`config.mk`:
```
export PLATFORM = sky130hd
export DESIGN_NAME = l1_streamer
export DESIGN_NICKNAME = d
export VERILOG_FILES = /design/src/rtl/l1_streamer.sv
export SDC_FILE = /design/constraint.sdc
export NUM_CORES = 1
export LEC_CHECK = 0
export ABC_AREA = 1
export CAP_MARGIN = 30
export CORE_UTILIZATION = 40
export CTS_CLUSTER_SIZE = 20
export DETAILED_ROUTE_END_ITERATION = 16
export PLACE_DENSITY = 0.68
export SYNTH_ARGS = -nofsm -noshare
export SYNTH_HDL_FRONTEND = slang
export SYNTH_SLANG_ARGS = --single-unit
```
`constraint.sdc`:
```
create_clock -name clk -period 2.7 [get_ports clk]
set_clock_uncertainty 0.1 [all_clocks]
set_input_delay 0.27 -clock clk [delete_from_list [all_inputs] [get_ports clk]]
set_output_delay 0.27 -clock clk [all_outputs]
set_load 0.02 [all_outputs]
```
`src/rtl/l1_streamer.sv`:
```
// Streams NWORDS layer-1 memory words from BASE into a small output FIFO.
// The read strobe is throttled by FIFO room, and the block keeps a running sum of accepted words.
module l1_streamer #(
  parameter int unsigned DW     = 20,
  parameter int unsigned AW     = 12,
  parameter int unsigned NWORDS = 1024,
  parameter int unsigned BASE   = 0,
  parameter int unsigned DEPTH  = 4
) (
  input  logic          clk,
  input  logic          reset,
  input  logic          start,
  output logic          busy,
  output logic          done,
  output logic          crd,
  output logic [AW-1:0] caddr_rd,
  input  logic [DW-1:0] cdata_rd,
  output logic [2:0]    csel,
  output logic          m_valid,
  input  logic          m_ready,
  output logic [DW-1:0] m_data,
  output logic          m_last,
  output logic [29:0]   sum
);

  localparam int unsigned PW = (DEPTH > 1) ? $clog2(DEPTH) : 1;
  localparam int unsigned OW = $clog2(DEPTH + 1);
  localparam int unsigned CW = $clog2(NWORDS + 1);
  localparam int unsigned SW = 30;

  localparam logic [1:0] IDLE  = 2'd0;
  localparam logic [1:0] READ  = 2'd1;
  localparam logic [1:0] DRAIN = 2'd2;

  logic [1:0]    state, state_nx;
  logic [CW-1:0] issued, issued_nx;
  logic [CW-1:0] xfer;
  logic [OW-1:0] occ, occ_nx;
  logic [PW-1:0] wptr, rptr;
  logic [DW-1:0] mem [DEPTH];
  logic          inflight;
  logic          crd_nx;
  logic          go, fire;

  assign go      = (state == IDLE) && start && !done;
  assign m_valid = (occ != '0);
  assign fire    = m_valid && m_ready;
  assign m_data  = m_valid ? mem[rptr] : '0;
  assign m_last  = m_valid && (xfer == CW'(NWORDS - 1));

  // Next state; the next read strobe looks ahead at next-cycle occupancy plus this cycle's read.
  always_comb begin
    state_nx  = state;
    issued_nx = issued + CW'(crd);
    occ_nx    = occ + OW'(inflight) - OW'(fire);
    crd_nx    = 1'b0;
    case (state)
      IDLE: begin
        if (go) begin
          state_nx  = READ;
          issued_nx = '0;
        end
      end
      READ:    if (crd && issued == CW'(NWORDS - 1)) state_nx = DRAIN;
      DRAIN:   if (fire && m_last) state_nx = IDLE;
      default: state_nx = IDLE;
    endcase
    if (state_nx == READ && issued_nx < CW'(NWORDS) &&
        ((OW + 1)'(occ_nx) + (OW + 1)'(crd)) < (OW + 1)'(DEPTH))
      crd_nx = 1'b1;
  end

  always_ff @(posedge clk or posedge reset) begin
    if (reset) begin
      state    <= IDLE;
      busy     <= 1'b0;
      done     <= 1'b0;
      crd      <= 1'b0;
      csel     <= 3'd0;
      caddr_rd <= AW'(BASE);
      issued   <= '0;
      xfer     <= '0;
      occ      <= '0;
      wptr     <= '0;
      rptr     <= '0;
      inflight <= 1'b0;
      sum      <= '0;
    end else begin
      state    <= state_nx;
      busy     <= (state_nx != IDLE);
      done     <= fire && m_last;
      crd      <= crd_nx;
      csel     <= crd_nx ? 3'd3 : 3'd0;
      issued   <= issued_nx;
      occ      <= occ_nx;
      inflight <= crd;
      if (go)       caddr_rd <= AW'(BASE);
      else if (crd) caddr_rd <= caddr_rd + AW'(1);
      if (inflight) wptr <= wptr + PW'(1);
      if (fire)     rptr <= rptr + PW'(1);
      if (go)        xfer <= '0;
      else if (fire) xfer <= xfer + CW'(1);
      if (go)        sum <= '0;
      else if (fire) sum <= sum + SW'(m_data);
    end
  end

  // Read data lands one cycle after its strobe; storage needs no reset since m_data is gated.
  always_ff @(posedge clk) begin
    if (inflight) mem[wptr] <= cdata_rd;
  end

endmodule

```
---- Word level (Yosys, flattened, before mapping) ----
Memories as Yosys holds them, arrays and structs flattened.
Cells that the tools add are included.
cells by class
  muxes and demuxes ....................... 17
  $add $sub $neg .......................... 9
  magnitude comparators ................... 2
  reduce and logical (&&, ||, !) cells .... 14
  equal/unequal tests ..................... 5
operator list
  operator               count
  $mux 30                2
  $mux 11                4
  $add 30x20->30         1
  $mux 12                2
  $eq 11x10->1 const B   2
  $mux 20                1
  $add 12x1->12 const B  1
  $add 11x1->11          1
  $add 11x1->11 const B  1
  $lt 11x11->1 const B   1
  $logic_and 1x1->1      8
  $mux 2                 4
  $pmux 2 s3             1
  $reduce_bool 2->1      3
  $add 2x1->2 const B    2
  $add 3x1->4            1
  $eq 2x1->1 const B     2
  $lt 4x3->1 const B     1
  $add 3x1->3            1
  $mux 1                 3
  $reduce_bool 3->1      1
  $sub 3x1->3            1
  $eq 2x2->1 const B     1
  $logic_not 2->1        1
  $logic_not 1->1        1
word-level totals
  bits in writable memories ............... 80
  logic and storage cells ................. 61
  bits of input ports ..................... 24
  output and inout bits ................... 70
  memories kept ........................... 1
  flip-flop bits (word level) ............. 79
memory list
  name  words  width  rd ports  clocked after memory_dff  write ports  RTL line  source
  mem   4      20     1         0                         1            40        logic [DW-1:0] mem [DEPTH];

---- Logic depth before layout (Yosys ltp) ----
  word-level depth ........................ 10
  gate-level depth with buffers ........... 19
  gate-level depth less buffers ........... 17

---- Worst setup path before layout ----
No wires, ideal clock.
  kind .................................... reg-to-reg
  from .................................... register rptr[0]
  to ...................................... register sum[22]
  library setup time ...................... 0.119 ns
  path buffers ............................ 2
  arrival time ............................ 2.602 ns
  cell stages (with the launch flop) ...... 17
  path slack .............................. -0.121 ns
  data required time ...................... 2.481 ns
  clock period less this slack ............ 2.821 ns
  cells stage by stage .................... dfrtp_1 buf_2 inv_2 clkbuf_1 o21ai_0 a21oi_1 ha_1 inv_1 fa_1 nor2_1 nor2_2 o21ai_2 nand2_1 nand3_2 nand3_1 nand2_1 nor2_1
on the way
  cells in the longest elaborated chain, start to end .. 5
RTL lines
  what                    RTL line  source
  from (decl)             39        logic [PW-1:0] wptr, rptr;
  from (signal assigned)  100       if (fire) rptr <= rptr + PW'(1);
  $mem_v2 4x20            --
  $mux 20                 48        assign m_data = m_valid ? mem[rptr] : '0;
  named net m_data[0]     21        output logic [DW-1:0] m_data,
  $add 30x20->30          104       else if (fire) sum <= sum + SW'(m_data);
  $mux 30                 104
  $mux 30                 103       if (go) sum <= '0;
  to (signal assigned)    104
  to (decl)               23        output logic [29:0] sum
The timed path passes the listed nets, and every way through them passes these cells. The select of a mux whose other input is x is not followed.
A chain may end at the register's enable or synchronous reset.

---- Worst setup path after layout ----
  from .................................... register rptr[0]
  to ...................................... output m_data[0]
on the way
  cells in the longest elaborated chain, start to end .. 2
RTL lines
  what          RTL line
  $mem_v2 4x20  --
  $mux 20       48
  to (decl)     21
No other way between the ends.

==> key figures <==
Floorplan
  • Chip width: 146 um
  • Num ports: 94
  • Core area: 0.0203 sq mm
  • Die Y: 146 um
  • Die footprint: 0.0213 sq mm
  • Cell row count: 52
  • Initial core utilization: 40.8%

Routing
  • Remaining DRCs: 0
  • First-pass DRT Iterations: 6
  • DR vias/cell: 4.94
  • 1st-iter DRT viols: 494
  • DR vias: 7052
  • Post-DRT Antenna Nets: 0
  • Detailed Route WL: 21.6 mm
  • DR WL/cell: 15.2 um

Finish
  • Most frequent cells in the layout: nand2_1 (201), nor2_1 (147), inv_1 (116)
  • Antenna Cells: 0
  • Most common cell after layout, fill and taps aside: nand2_1
  • P&R area growth vs syn: 33.6%
  • Nets: 1200
  • Final non-filler cell total: 1427
  • Share of cells above drive strength 1: 18.7%
  • # fillers: 1787

GRT
  • Met2 Use GR: 34.5%
  • Largest net degree at the start of global routing: 78
  • Busiest layer in global routing: met2
  • Vias in the first global route: 6736
  • Met1 usage: 27.2%
  • All-Layer GR Usage: 20.8%
  • Overflow after GRT: 0
  • First-pass GRT wire length: 34.5 mm
  • Met3 global-route usage: 4.26%
  • Antenna violations before repair: 0

Pwr
  • Pwr dens: 1330 mW/mm^2
  • Max VDD drop: 0.702 mV
  • Leakage: 0.00505 uW
  • Power, Total: 14700 uW

Timing
  • Final cycle utilization of the critical path: 99.9%
  • # setup viols final: 0
  • Final WS setup: 0.00341 ns
  • Final setup TNS: 0 ns
  • Max-slew violation count: 0
  • Hold Fails Final Rpt: 0
  • Slew @ Worst Pin: 0.509 ns
  • Fin Hold WS: 0.135 ns
  • Fin crit period: 2.70 ns
  • Worst slew margin: 66.0%
  • RSZ-0062 raised after global routing: true
  • Fmax: 0.371 GHz

Placement
  • Cells after DPL: 1376
  • Place WS: -0.0122 ns
  • Port bufs: 92
  • GPL Wtd Cong: 0.883
  • DP Wirelength: 15.1 mm

Yosys
  • Mapped Nets: 1024
  • Async set-reset flop share out of synthesis: 49.0%
  • Cells after Synth: 968
  • Synth Warn #: 0
  • Most common flop cell mapped by yosys: edfxtp_1
  • Mapped Avg Cell Area: 8.56 sq um
  • Post-synth EDFFs: 80
  • Synth cell types: 45
  • Synthesized flop and latch total: 157
  • Seq/Total Area, Yosys: 52.2%
  • Mapped Area: 0.00829 sq mm

Clock tree
  • CTS Hold Bufs: 0
  • Num CTS Buffers: 17
  • H-tree lvl count: 4
  • Sink Count: 157
  • Clock slew at reported path FFs: 0.06 ns
  • CTS tree: yes
  • Clock root buffer: clkbuf_16
  • Maximum clock path buffer count: 2
  • Worst skew pair latency: 0.43 ns

Hold path
  • Hold crit path type: in -> async

Run
  • Max Cap Viol: 0

Worst setup path
  • Crit path kind: reg -> out
  • Worst EP arrival: 2.33 ns
  • Crit-path max FO: 15
  • CP endpoint kind: output pin
  • Startpoint types: flip-flop
  • Worst path required time: 2.33 ns

Run status
  • Status: completed
==> sequential cells by signal (all words and copies together), names as in the netlist <==
signal    flops
sum          30
occ           3
busy          1
issued       11
caddr_rd     12
mem          80
wptr          2
state         2
done          1
csel          1
rptr          2
inflight      1
xfer         11
==> per-layer routing <==
metal  vias up  share of wire [%]
li1       3514                  -
met1      3330                 44
met2       176                 49
met3        32                4.5
met4         0                2.0
met5         -                  0
==> area by class of cell <==
| type | count | area (sq um) | share of cell area, % |
|---|---|---|---|
| Timing Repair Buffer | 186 | 1760 | 15.9 |
| Tap cell | 270 | 338 | 3.05 |
| Clock buffer | 20 | 437 | 3.94 |
| Sequential cell | 157 | 4330 | 39.1 |
| Inverter | 122 | 462 | 4.17 |
| Clock inverter | 12 | 140 | 1.27 |
| Multi-Input combinational cell | 660 | 3600 | 32.5 |
==> kinds of logic (layout without fill, tap and decap cells) <==
| logic type | Yosys count | after routing | synth area share, % |
|---|---|---|---|
| DFF | 157 | 157 | 52.2 |
| other | 1 | 1 | 0.0453 |
| buffers and inverters | 151 | 340 | 7.20 |
| adders and majority gates | 32 | 32 | 5.01 |
| AOI/OAI and AO/OA | 151 | 151 | 9.56 |
| and+or+nand+nor | 468 | 468 | 25.1 |
| xor gates and xnor gates | 8 | 8 | 0.846 |
==> where the power goes <==
group	total (uW)	leakage, uW	switching (uW)	internal, uW
Combinational	9170	0.00314	5060	4110
Clock	2370	0.000265	1000	1370
Sequential	3190	0.00164	367	2820
Total	14700	0.00505	6420	8300
==> path summary, 6_finish.rpt <==
path / startpoint / endpoint / slack (ns) / depth (start not counted)
worst max-delay path: rptr[0]$_DFFE_PP0P_ / m_data[0] / 0.003 / 8
worst min-delay path: reset / issued[10]$_DFF_PP0_ / 0.13 / 3
worst max register to register: rptr[0]$_DFFE_PP0P_ / sum[28]$_DFFE_PP0P_ / 0.06 / 15
worst min register to register: issued[7]$_DFF_PP0_ / issued[7]$_DFF_PP0_ / 0.41 / 2
max in group asynchronous: reset / rptr[0]$_DFFE_PP0P_ / 1.98 / 3
min in group clk: cdata_rd[7] / mem[2][7]$_DFFE_PP_ / 0.38 / 1
==> what timing repair did <==
item	CTS	global route
resized for setup	14	65
pin swaps	4	16
cloned	0	1
setup endpoints to repair	19	36
setup buffers	2	16
==> cell usage after synthesis (2+ instances only) <==
cell	count	area [sq um]
o21a_1	3	22.5
nor3_1	17	85.1
nand3_2	6	60.1
nand3b_1	3	22.5
a31oi_1	3	18.8
buf_1	2	7.51
nor2_1	151	567
nand2_4	2	22.5
nand2_2	7	43.8
o21ai_0	62	310
inv_2	3	11.3
a22o_1	2	17.5
clkbuf_1	9	33.8
xor2_1	3	26.3
buf_4	3	22.5
fa_1	2	40.0
edfxtp_1	80	2400
nor3_2	8	80.1
dfrtp_1	77	1930
o21ai_1	8	40.0
nand2_1	204	766
nor2_2	13	81.3
ha_1	30	375
nand3_1	41	205
a21oi_1	67	335
inv_1	119	447
nand4_1	5	31.3
buf_2	15	75.1
and3_1	3	18.8
xnor2_1	5	43.8
==> through the flow <==
stage | area (sq um) | util (%)
6_report | 11100 | 54.5
3_3_place_gp | 10000 | 49.5
5_1_grt | 11100 | 54.5
3_5_place_dp | 10000 | 49.5
4_1_cts | 10700 | 52.6
2_1_floorplan | 8290 | -
==> critical path: stages, from the launching register on <==
cell             delay (ns)
dfrtp_2                0.43
buf_8                  0.16
nor2_1                 0.05
nor2_1                 0.10
o21ai_0                0.13
a21oi_2                0.19
buf_4                  0.13
buf_4                  0.10
clkdlybuf4s50_1        0.60
No activity file was read; power rests on OpenSTA's default activity.
